<file path="src/rtl/key_press_pkg.sv">
// Shared types and helpers for the multi-channel key-event detector.
package key_press_pkg;

  // Event-selection mode, common to every channel.
  typedef enum logic [1:0] {
    MODE_RELEASE = 2'b00,
    MODE_PRESS   = 2'b01,
    MODE_REPEAT  = 2'b10,
    MODE_BOTH    = 2'b11
  } mode_t;

  // Per-channel debounce FSM states.
  typedef enum logic [1:0] {
    IDLE         = 2'b00,
    PRESS_WAIT   = 2'b01,
    HELD         = 2'b10,
    RELEASE_WAIT = 2'b11
  } kp_state_t;

  // Width wide enough for the debounce and both repeat counters.
  function automatic int kp_cnt_width(input int debounce,
                                      input int repeat_delay,
                                      input int repeat_period);
    int m;
    m = (debounce > repeat_delay) ? debounce : repeat_delay;
    m = (m > repeat_period) ? m : repeat_period;
    return $clog2(m + 1);
  endfunction

endpackage

</file>
<file path="src/rtl/key_press_channel.sv">
// One key channel: synchroniser, debounce FSM, auto-repeat timer and
// registered held/pulse outputs.
module key_press_channel
  import key_press_pkg::*;
#(
  parameter int SYNC_STAGES   = 2,
  parameter int DEBOUNCE      = 3,
  parameter int REPEAT_DELAY  = 8,
  parameter int REPEAT_PERIOD = 4
) (
  input  logic       Clock,
  input  logic       Reset,
  input  logic       key,
  input  logic [1:0] mode,
  output logic       pulse,
  output logic       held
);

  localparam int CW = kp_cnt_width(DEBOUNCE, REPEAT_DELAY, REPEAT_PERIOD);
  localparam logic [CW-1:0] ZERO    = CW'(0);
  localparam logic [CW-1:0] ONE     = CW'(1);
  localparam logic [CW-1:0] DB_LAST = CW'(DEBOUNCE - 1);
  localparam logic [CW-1:0] RD_LAST = CW'(REPEAT_DELAY - 1);
  localparam logic [CW-1:0] RP_LAST = CW'(REPEAT_PERIOD - 1);

  logic [SYNC_STAGES-1:0] sync_r;
  logic                   sync_s;
  kp_state_t              state_r, state_s;
  logic [CW-1:0]          cnt_r, cnt_s;
  logic [CW-1:0]          rcnt_r, rcnt_s;
  logic                   rphase_r, rphase_s;
  logic                   press_ev_s, release_ev_s, repeat_ev_s;
  logic                   pulse_s, held_s;
  logic                   pulse_r, held_r;

  assign sync_s = sync_r[SYNC_STAGES-1];
  assign pulse  = pulse_r;
  assign held   = held_r;

  // Shift the raw key through the synchroniser chain.
  always_ff @(posedge Clock) begin
    if (Reset) begin
      sync_r <= {SYNC_STAGES{1'b0}};
    end else begin
      sync_r <= {sync_r[SYNC_STAGES-2:0], key};
    end
  end

  // State, debounce counter, repeat timer and output registers.
  always_ff @(posedge Clock) begin
    if (Reset) begin
      state_r  <= IDLE;
      cnt_r    <= ZERO;
      rcnt_r   <= ZERO;
      rphase_r <= 1'b0;
      pulse_r  <= 1'b0;
      held_r   <= 1'b0;
    end else begin
      state_r  <= state_s;
      cnt_r    <= cnt_s;
      rcnt_r   <= rcnt_s;
      rphase_r <= rphase_s;
      pulse_r  <= pulse_s;
      held_r   <= held_s;
    end
  end

  // Debounce next-state: a level must persist DEBOUNCE samples to be accepted.
  always_comb begin
    state_s      = state_r;
    cnt_s        = cnt_r;
    press_ev_s   = 1'b0;
    release_ev_s = 1'b0;
    case (state_r)
      IDLE: begin
        if (sync_s) begin
          if (DEBOUNCE == 1) begin
            state_s    = HELD;
            cnt_s      = ZERO;
            press_ev_s = 1'b1;
          end else begin
            state_s = PRESS_WAIT;
            cnt_s   = ONE;
          end
        end else begin
          cnt_s = ZERO;
        end
      end
      PRESS_WAIT: begin
        if (!sync_s) begin
          state_s = IDLE;
          cnt_s   = ZERO;
        end else if (cnt_r == DB_LAST) begin
          state_s    = HELD;
          cnt_s      = ZERO;
          press_ev_s = 1'b1;
        end else begin
          cnt_s = cnt_r + ONE;
        end
      end
      HELD: begin
        if (!sync_s) begin
          if (DEBOUNCE == 1) begin
            state_s      = IDLE;
            cnt_s        = ZERO;
            release_ev_s = 1'b1;
          end else begin
            state_s = RELEASE_WAIT;
            cnt_s   = ONE;
          end
        end else begin
          cnt_s = ZERO;
        end
      end
      RELEASE_WAIT: begin
        if (sync_s) begin
          // Bounce back to pressed: no event, repeat timer keeps its phase.
          state_s = HELD;
          cnt_s   = ZERO;
        end else if (cnt_r == DB_LAST) begin
          state_s      = IDLE;
          cnt_s        = ZERO;
          release_ev_s = 1'b1;
        end else begin
          cnt_s = cnt_r + ONE;
        end
      end
      default: begin
        state_s = IDLE;
        cnt_s   = ZERO;
      end
    endcase
  end

  // Auto-repeat timer: first phase waits REPEAT_DELAY, then REPEAT_PERIOD
  // cycles per repeat. The counter reloads on each target so it never wraps.
  always_comb begin
    rcnt_s      = rcnt_r;
    rphase_s    = rphase_r;
    repeat_ev_s = 1'b0;
    if (press_ev_s) begin
      rcnt_s   = ZERO;
      rphase_s = 1'b0;
    end else if ((state_r == HELD || state_r == RELEASE_WAIT) &&
                 (state_s == HELD || state_s == RELEASE_WAIT)) begin
      if (!rphase_r) begin
        if (rcnt_r >= RD_LAST) begin
          repeat_ev_s = 1'b1;
          rcnt_s      = ZERO;
          rphase_s    = 1'b1;
        end else begin
          rcnt_s = rcnt_r + ONE;
        end
      end else begin
        if (rcnt_r >= RP_LAST) begin
          repeat_ev_s = 1'b1;
          rcnt_s      = ZERO;
        end else begin
          rcnt_s = rcnt_r + ONE;
        end
      end
    end else begin
      rcnt_s   = ZERO;
      rphase_s = 1'b0;
    end
  end

  // Output decode: the current mode selects which events become a pulse.
  always_comb begin
    held_s  = (state_s == HELD) || (state_s == RELEASE_WAIT);
    pulse_s = 1'b0;
    case (mode)
      MODE_RELEASE: pulse_s = release_ev_s;
      MODE_PRESS:   pulse_s = press_ev_s;
      MODE_REPEAT:  pulse_s = press_ev_s | repeat_ev_s;
      MODE_BOTH:    pulse_s = press_ev_s | release_ev_s;
      default:      pulse_s = 1'b0;
    endcase
  end

endmodule

</file>
<file path="src/rtl/key_press_multi.sv">
// N_KEYS independent key-event channels sharing clock, reset and mode.
module key_press_multi
  import key_press_pkg::*;
#(
  parameter int N_KEYS        = 4,
  parameter int SYNC_STAGES   = 2,
  parameter int DEBOUNCE      = 3,
  parameter int REPEAT_DELAY  = 8,
  parameter int REPEAT_PERIOD = 4
) (
  input  logic              Clock,
  input  logic              Reset,
  input  logic [N_KEYS-1:0] key,
  input  logic [1:0]        mode,
  output logic [N_KEYS-1:0] pulse,
  output logic [N_KEYS-1:0] held
);

  for (genvar i = 0; i < N_KEYS; i++) begin : g_ch
    key_press_channel #(
      .SYNC_STAGES  (SYNC_STAGES),
      .DEBOUNCE     (DEBOUNCE),
      .REPEAT_DELAY (REPEAT_DELAY),
      .REPEAT_PERIOD(REPEAT_PERIOD)
    ) u_ch (
      .Clock(Clock),
      .Reset(Reset),
      .key  (key[i]),
      .mode (mode),
      .pulse(pulse[i]),
      .held (held[i])
    );
  end

endmodule

</file>
<file path="config.mk">
export PLATFORM = sky130hd
export DESIGN_NAME = key_press_multi
export DESIGN_NICKNAME = d
export VERILOG_FILES = /design/src/rtl/key_press_pkg.sv /design/src/rtl/key_press_channel.sv /design/src/rtl/key_press_multi.sv
export SDC_FILE = /design/constraint.sdc
export NUM_CORES = 1
export LEC_CHECK = 0
export CAP_MARGIN = 20
export CORE_ASPECT_RATIO = 0.8
export CORE_MARGIN = 1
export CORE_UTILIZATION = 30
export CTS_BUF_LIST = sky130_fd_sc_hd__clkbuf_4 sky130_fd_sc_hd__clkbuf_8
export DETAILED_ROUTE_END_ITERATION = 8
export DONT_BUFFER_PORTS = 1
export SLEW_MARGIN = 20
export SYNTH_ARGS = -nofsm -noshare
export SYNTH_HDL_FRONTEND = slang
export SYNTH_SLANG_ARGS = --single-unit
</file>
<file path="constraint.sdc">
create_clock -name Clock -period 1.55 [get_ports Clock]
set_input_delay 0.155 -clock Clock [delete_from_list [all_inputs] [get_ports Clock]]
set_output_delay 0.155 -clock Clock [all_outputs]
set_load 0.02 [all_outputs]
</file>
==> results.md <==
- The flow ran to the end, and the final reports show no timing, DRC or antenna violations.
- The final standard cell count with taps included and fillers excluded is approximately 360.
- The worst setup path is captured at a flip-flop.
- The end-of-flow core utilization is a little over a third.
- The largest fanout on the critical path is 5.
- The internal power summed over all cells is 2.69 mW.
- The TritonCTS clock tree is done.
- The number of distinct library cells after synthesis is 39.
- The count of buffers inserted at the top-level ports is 0.
- The ratio of routed vias to standard cells is 4.72.
- The placeable core region is 7980 um2.
- The worst path buffer plus inverter count is 1.
- The die extent in x is 104 um.
- The slowest stage of the critical path belongs to the cell sky130_fd_sc_hd__dfxtp_1.
- The largest clock skew in the final design is 5.44 ps.
- Summed over all layers, the global routing overflow is 0.
- For the final routed database, the setup TNS stands at 0 ps.
- From bottom edge to top edge, the die measures approximately 84 um.
- The largest total area in the synthesized netlist belongs to sky130_fd_sc_hd__dfxtp_1.
- Sequential cells account for 46.6% of the total power.
- The post-route antenna net violation count is 0.
- At the worst endpoint, the arrival time is 1670 ps.
- The highest attainable clock frequency is 694 MHz.
- The share of Yosys cell area claimed by the top area cell type is 47.3%.
- The combinational cell fraction of total power is 1.6%.
- The static leakage is about 1.0 nW.
- The clock-pin slew reported for the worst setup and hold paths after clock tree synthesis is 70 ps.
- The sum of internal, switching and leakage power is 3.31 mW.
- Measured against its own limit, the worst slew margin works out to between 50% and 60%.
- The Yosys warning count is 0.
- After synthesis the cells add up to 2490 um2.
- The type of the setup path with the least slack is reg -> reg.
- Grouping stages by cell kind, the critical path spends the most delay in simple AND/OR/NAND/NOR gates.
- The number of sinks driven by the clock tree is 59.
- The share of power burned in the clock network is approximately half.
- The detailed router finished its first iteration with 46 violations.
- The final count of pins violating max slew is 0.
- The initial antenna violation count is 0.
- The number of setup violations in the final report is 0.
- The via count of the first global-routing pass is 1682.
- The total vias in the final route is between 1500 and 2000.
- The power density normalized to cell area is 1150 nW/um2.
- At the pin with the least slew margin, the transition time is 599 ps.
- Counting along the longest clock path gives a buffer depth of 2.
- The routed wire length is slightly above 4000 um.
- Buffers inserted during clock tree synthesis total 9.
- Dividing the detail-routed wire length by the instance count gives approximately 11 um.
- The floorplan row count is 29.
- The number of top-level pins is 16.
- The total global-route track usage is 10.9%.
- The area added between synthesis and finish is 15.3%.
- The fill cell instance count of the final layout is roughly 800.
- STA puts the critical path data required time at between 1500 and 2000 ps.
- The total instance count after detailed placement is 341.
- The number of instances in the synthesized netlist is 242.
- In the post-synthesis netlist, the biggest area contributors are sky130_fd_sc_hd__dfxtp_1 47%, sky130_fd_sc_hd__ha_1 6.0%, sky130_fd_sc_hd__nor2b_1 4.0%, sky130_fd_sc_hd__nand4bb_4 3.3%, sky130_fd_sc_hd__nor2_1 3.3%.
- The number of levels in the clock H-tree is 3.
- The tightest min-delay check is of the in -> reg type.
- The signal on the critical path passes through inv_1, ha_1, nor3b_1, nand2_2, and2_1, a21boi_2.
- The tree is rooted in a sky130_fd_sc_hd__clkbuf_8.
- Averaged over all synthesized cells, the footprint is 10.3 um2.
- Cells with a size suffix above 1 make up 13.3% of the layout.
- Dividing the final minimum period by the clock period gives between 90% and 100%.
- Entering global routing, the biggest net connects 17 pins.
- At the end of the flow, the number of nets in the layout was 270.
- The diode insertion count for antenna repair is 0.
- The first global-routing pass estimated ~7300 um of wire.
- The count of maximum capacitance violations is 0.
- The worst supply voltage drop on vdd is about 420 uV.
- The type of element launching the critical path is a flip-flop.
- Of the total power, the share spent switching nets is 19.0%.
- The initial utilization of the core area, before any placement, comes to 31.3%.
- The delay of the slowest cell on the worst path is 340 ps.
- The total DRC errors in the routed layout is 0.
- The hold violation total from the final report was 0.
- Synthesis produced a netlist with a net count of approximately 260.
- The net load switching power is 629 uW.
- Once detailed placement completed, the half-perimeter wirelength came to ~2900 um.
- The floorplan step defined a die boundary enclosing 8690 um2.
- The fraction of the yosys area taken by sequential cells is between 40 and 50%.
- The number of iterations in the first detailed-routing pass is 4.
- The smallest clock period supported by the final layout is computed as between 1000 and 1500 ps.
- The later pin in the worst-skew pair is clocked with a latency of approximately 340 ps.
- The final weighted congestion of routability-driven global placement is 0.733.
- The synthesis-stage register bit count is 59.
## routing by layer
| layer | vias up | routed length (um) | track usage (%) |
|---|---|---|---|
| li1 | 859 | - | - |
| met4 | 0 | 70 | 5.06 |
| met1 | 820 | 2030 | 12.8 |
| met5 | - | 0 | 0 |
| met2 | 25 | 1850 | 16.9 |
| met3 | 8 | 208 | 5.00 |
## metrics by stage
step	cell area [um2]	hold WS [ps]	setup slack (ps)
2_1_floorplan	2490	283	241
3_3_place_gp	2560	227	141
3_5_place_dp	2560	228	47.0
4_1_cts	2860	1.48	28.4
5_1_grt	2880	18.5	-5.07
6_report	2880	14.3	109
## worst reg2reg max path, cell delays in order, from the launching register on
cell and delay, ps:
sky130_fd_sc_hd__dfxtp_1 340, sky130_fd_sc_hd__inv_1 70, sky130_fd_sc_hd__ha_1 150, sky130_fd_sc_hd__nor3b_1 300, sky130_fd_sc_hd__nand2_2 160, sky130_fd_sc_hd__and2_1 180
sky130_fd_sc_hd__a21boi_2 140
## power by group through the flow
stage          logic [mW]  registers (mW)  clock network (mW)
2_1_floorplan      0.0390            1.58                   0
3_3_place_gp       0.0349            1.58                   0
3_5_place_dp       0.0355            1.58                   0
4_1_cts            0.0541            1.54                1.77
5_1_grt            0.0603            1.55                1.83
6_report           0.0531            1.54                1.72
## cells by family after synthesis
logic type,Yosys count,share of synthesized area (%)
and+or+nand+nor,91,23.0
DFF,59,47.3
AOI/OAI and AO/OA,42,11.5
buffers and inverters,18,4.46
adders and majority gates,16,7.67
xor gates and xnor gates,9,3.16
muxes,7,2.86
## sequential cells by signal (all words and copies together), names as in the netlist
name,cells
g_ch.u_ch.cnt_r,16
g_ch.u_ch.rcnt_r,16
g_ch.u_ch.state_r,8
g_ch.u_ch.sync_r,8
g_ch.u_ch.pulse,4
g_ch.u_ch.rphase_r,4
g_ch.u_ch.held,3
## placed cells by master (no fill, tap or decap), types with 8 or more instances in the layout
| cell type | instances |
|---|---|
| sky130_fd_sc_hd__clkbuf_8 | 10 |
| sky130_fd_sc_hd__dfxtp_1 | 59 |
| sky130_fd_sc_hd__o21ai_0 | 12 |
| sky130_fd_sc_hd__ha_1 | 12 |
| sky130_fd_sc_hd__nor2_1 | 22 |
| sky130_fd_sc_hd__nor2b_1 | 16 |
| sky130_fd_sc_hd__inv_1 | 8 |
## cell type report
cell class                 count  area (um2)  share of cell area (%)
timing repair buffer           7        67.6                    2.35
clock buffer                  11         145                    5.04
sequential                    59        1180                    41.0
multi-input combinational    165        1220                    42.3
inverter                       8        30.0                    1.04
clock inverter                 5         100                    3.48
tap                          108         135                    4.70
## what timing repair did
item                                    in CTS  in global routing
hold endpoints to repair                    16                  0
gates resized for setup                      0                  3
buffers inserted                             0                  0
endpoints found under the setup margin       0                  4
hold buffers                                 6                  0
## cell usage after synthesis
cell type and n:
sky130_fd_sc_hd__mux2_2 1, sky130_fd_sc_hd__o21ba_2 2, sky130_fd_sc_hd__xnor2_1 7, sky130_fd_sc_hd__nor3_1 7, sky130_fd_sc_hd__a21boi_2 1, sky130_fd_sc_hd__nand3_1 6, sky130_fd_sc_hd__nand2b_1 3, sky130_fd_sc_hd__or2b_1 1
sky130_fd_sc_hd__a21boi_0 3, sky130_fd_sc_hd__nor3b_1 4, sky130_fd_sc_hd__dfxtp_1 59, sky130_fd_sc_hd__a211oi_1 4, sky130_fd_sc_hd__maj3_1 3, sky130_fd_sc_hd__maj3_2 1, sky130_fd_sc_hd__o22a_2 1, sky130_fd_sc_hd__nor2_1 22
sky130_fd_sc_hd__nand2_1 7, sky130_fd_sc_hd__and4_1 3, sky130_fd_sc_hd__nor4b_1 4, sky130_fd_sc_hd__nor4_1 6, sky130_fd_sc_hd__and2_1 7, sky130_fd_sc_hd__a21oi_1 7, sky130_fd_sc_hd__inv_1 8, sky130_fd_sc_hd__nand4bb_4 3
sky130_fd_sc_hd__or3b_4 1, sky130_fd_sc_hd__nor2b_1 16, sky130_fd_sc_hd__a211o_1 2, sky130_fd_sc_hd__buf_4 9, sky130_fd_sc_hd__o31ai_1 3, sky130_fd_sc_hd__and2_2 1, sky130_fd_sc_hd__o21ai_0 12, sky130_fd_sc_hd__xor2_1 2
sky130_fd_sc_hd__o21bai_1 1, sky130_fd_sc_hd__clkbuf_8 1, sky130_fd_sc_hd__o32ai_1 1, sky130_fd_sc_hd__o21ai_2 4, sky130_fd_sc_hd__o22ai_1 1, sky130_fd_sc_hd__mux2i_1 6, sky130_fd_sc_hd__ha_1 12
## path summary, 6_finish.rpt
path | from | end | slack (ps) | cells past startpoint
max | g_ch[3].u_ch.cnt_r[0] | g_ch[3].u_ch.cnt_r[0] | 110 | 6
min | Reset | g_ch[0].u_ch.pulse | 10 | 2
max reg2reg | g_ch[3].u_ch.cnt_r[0] | g_ch[3].u_ch.cnt_r[0] | 110 | 6
min reg2reg | g_ch[2].u_ch.sync_r[0] | g_ch[2].u_ch.sync_r[1] | 440 | 1
(Power assumes the default switching activity.)
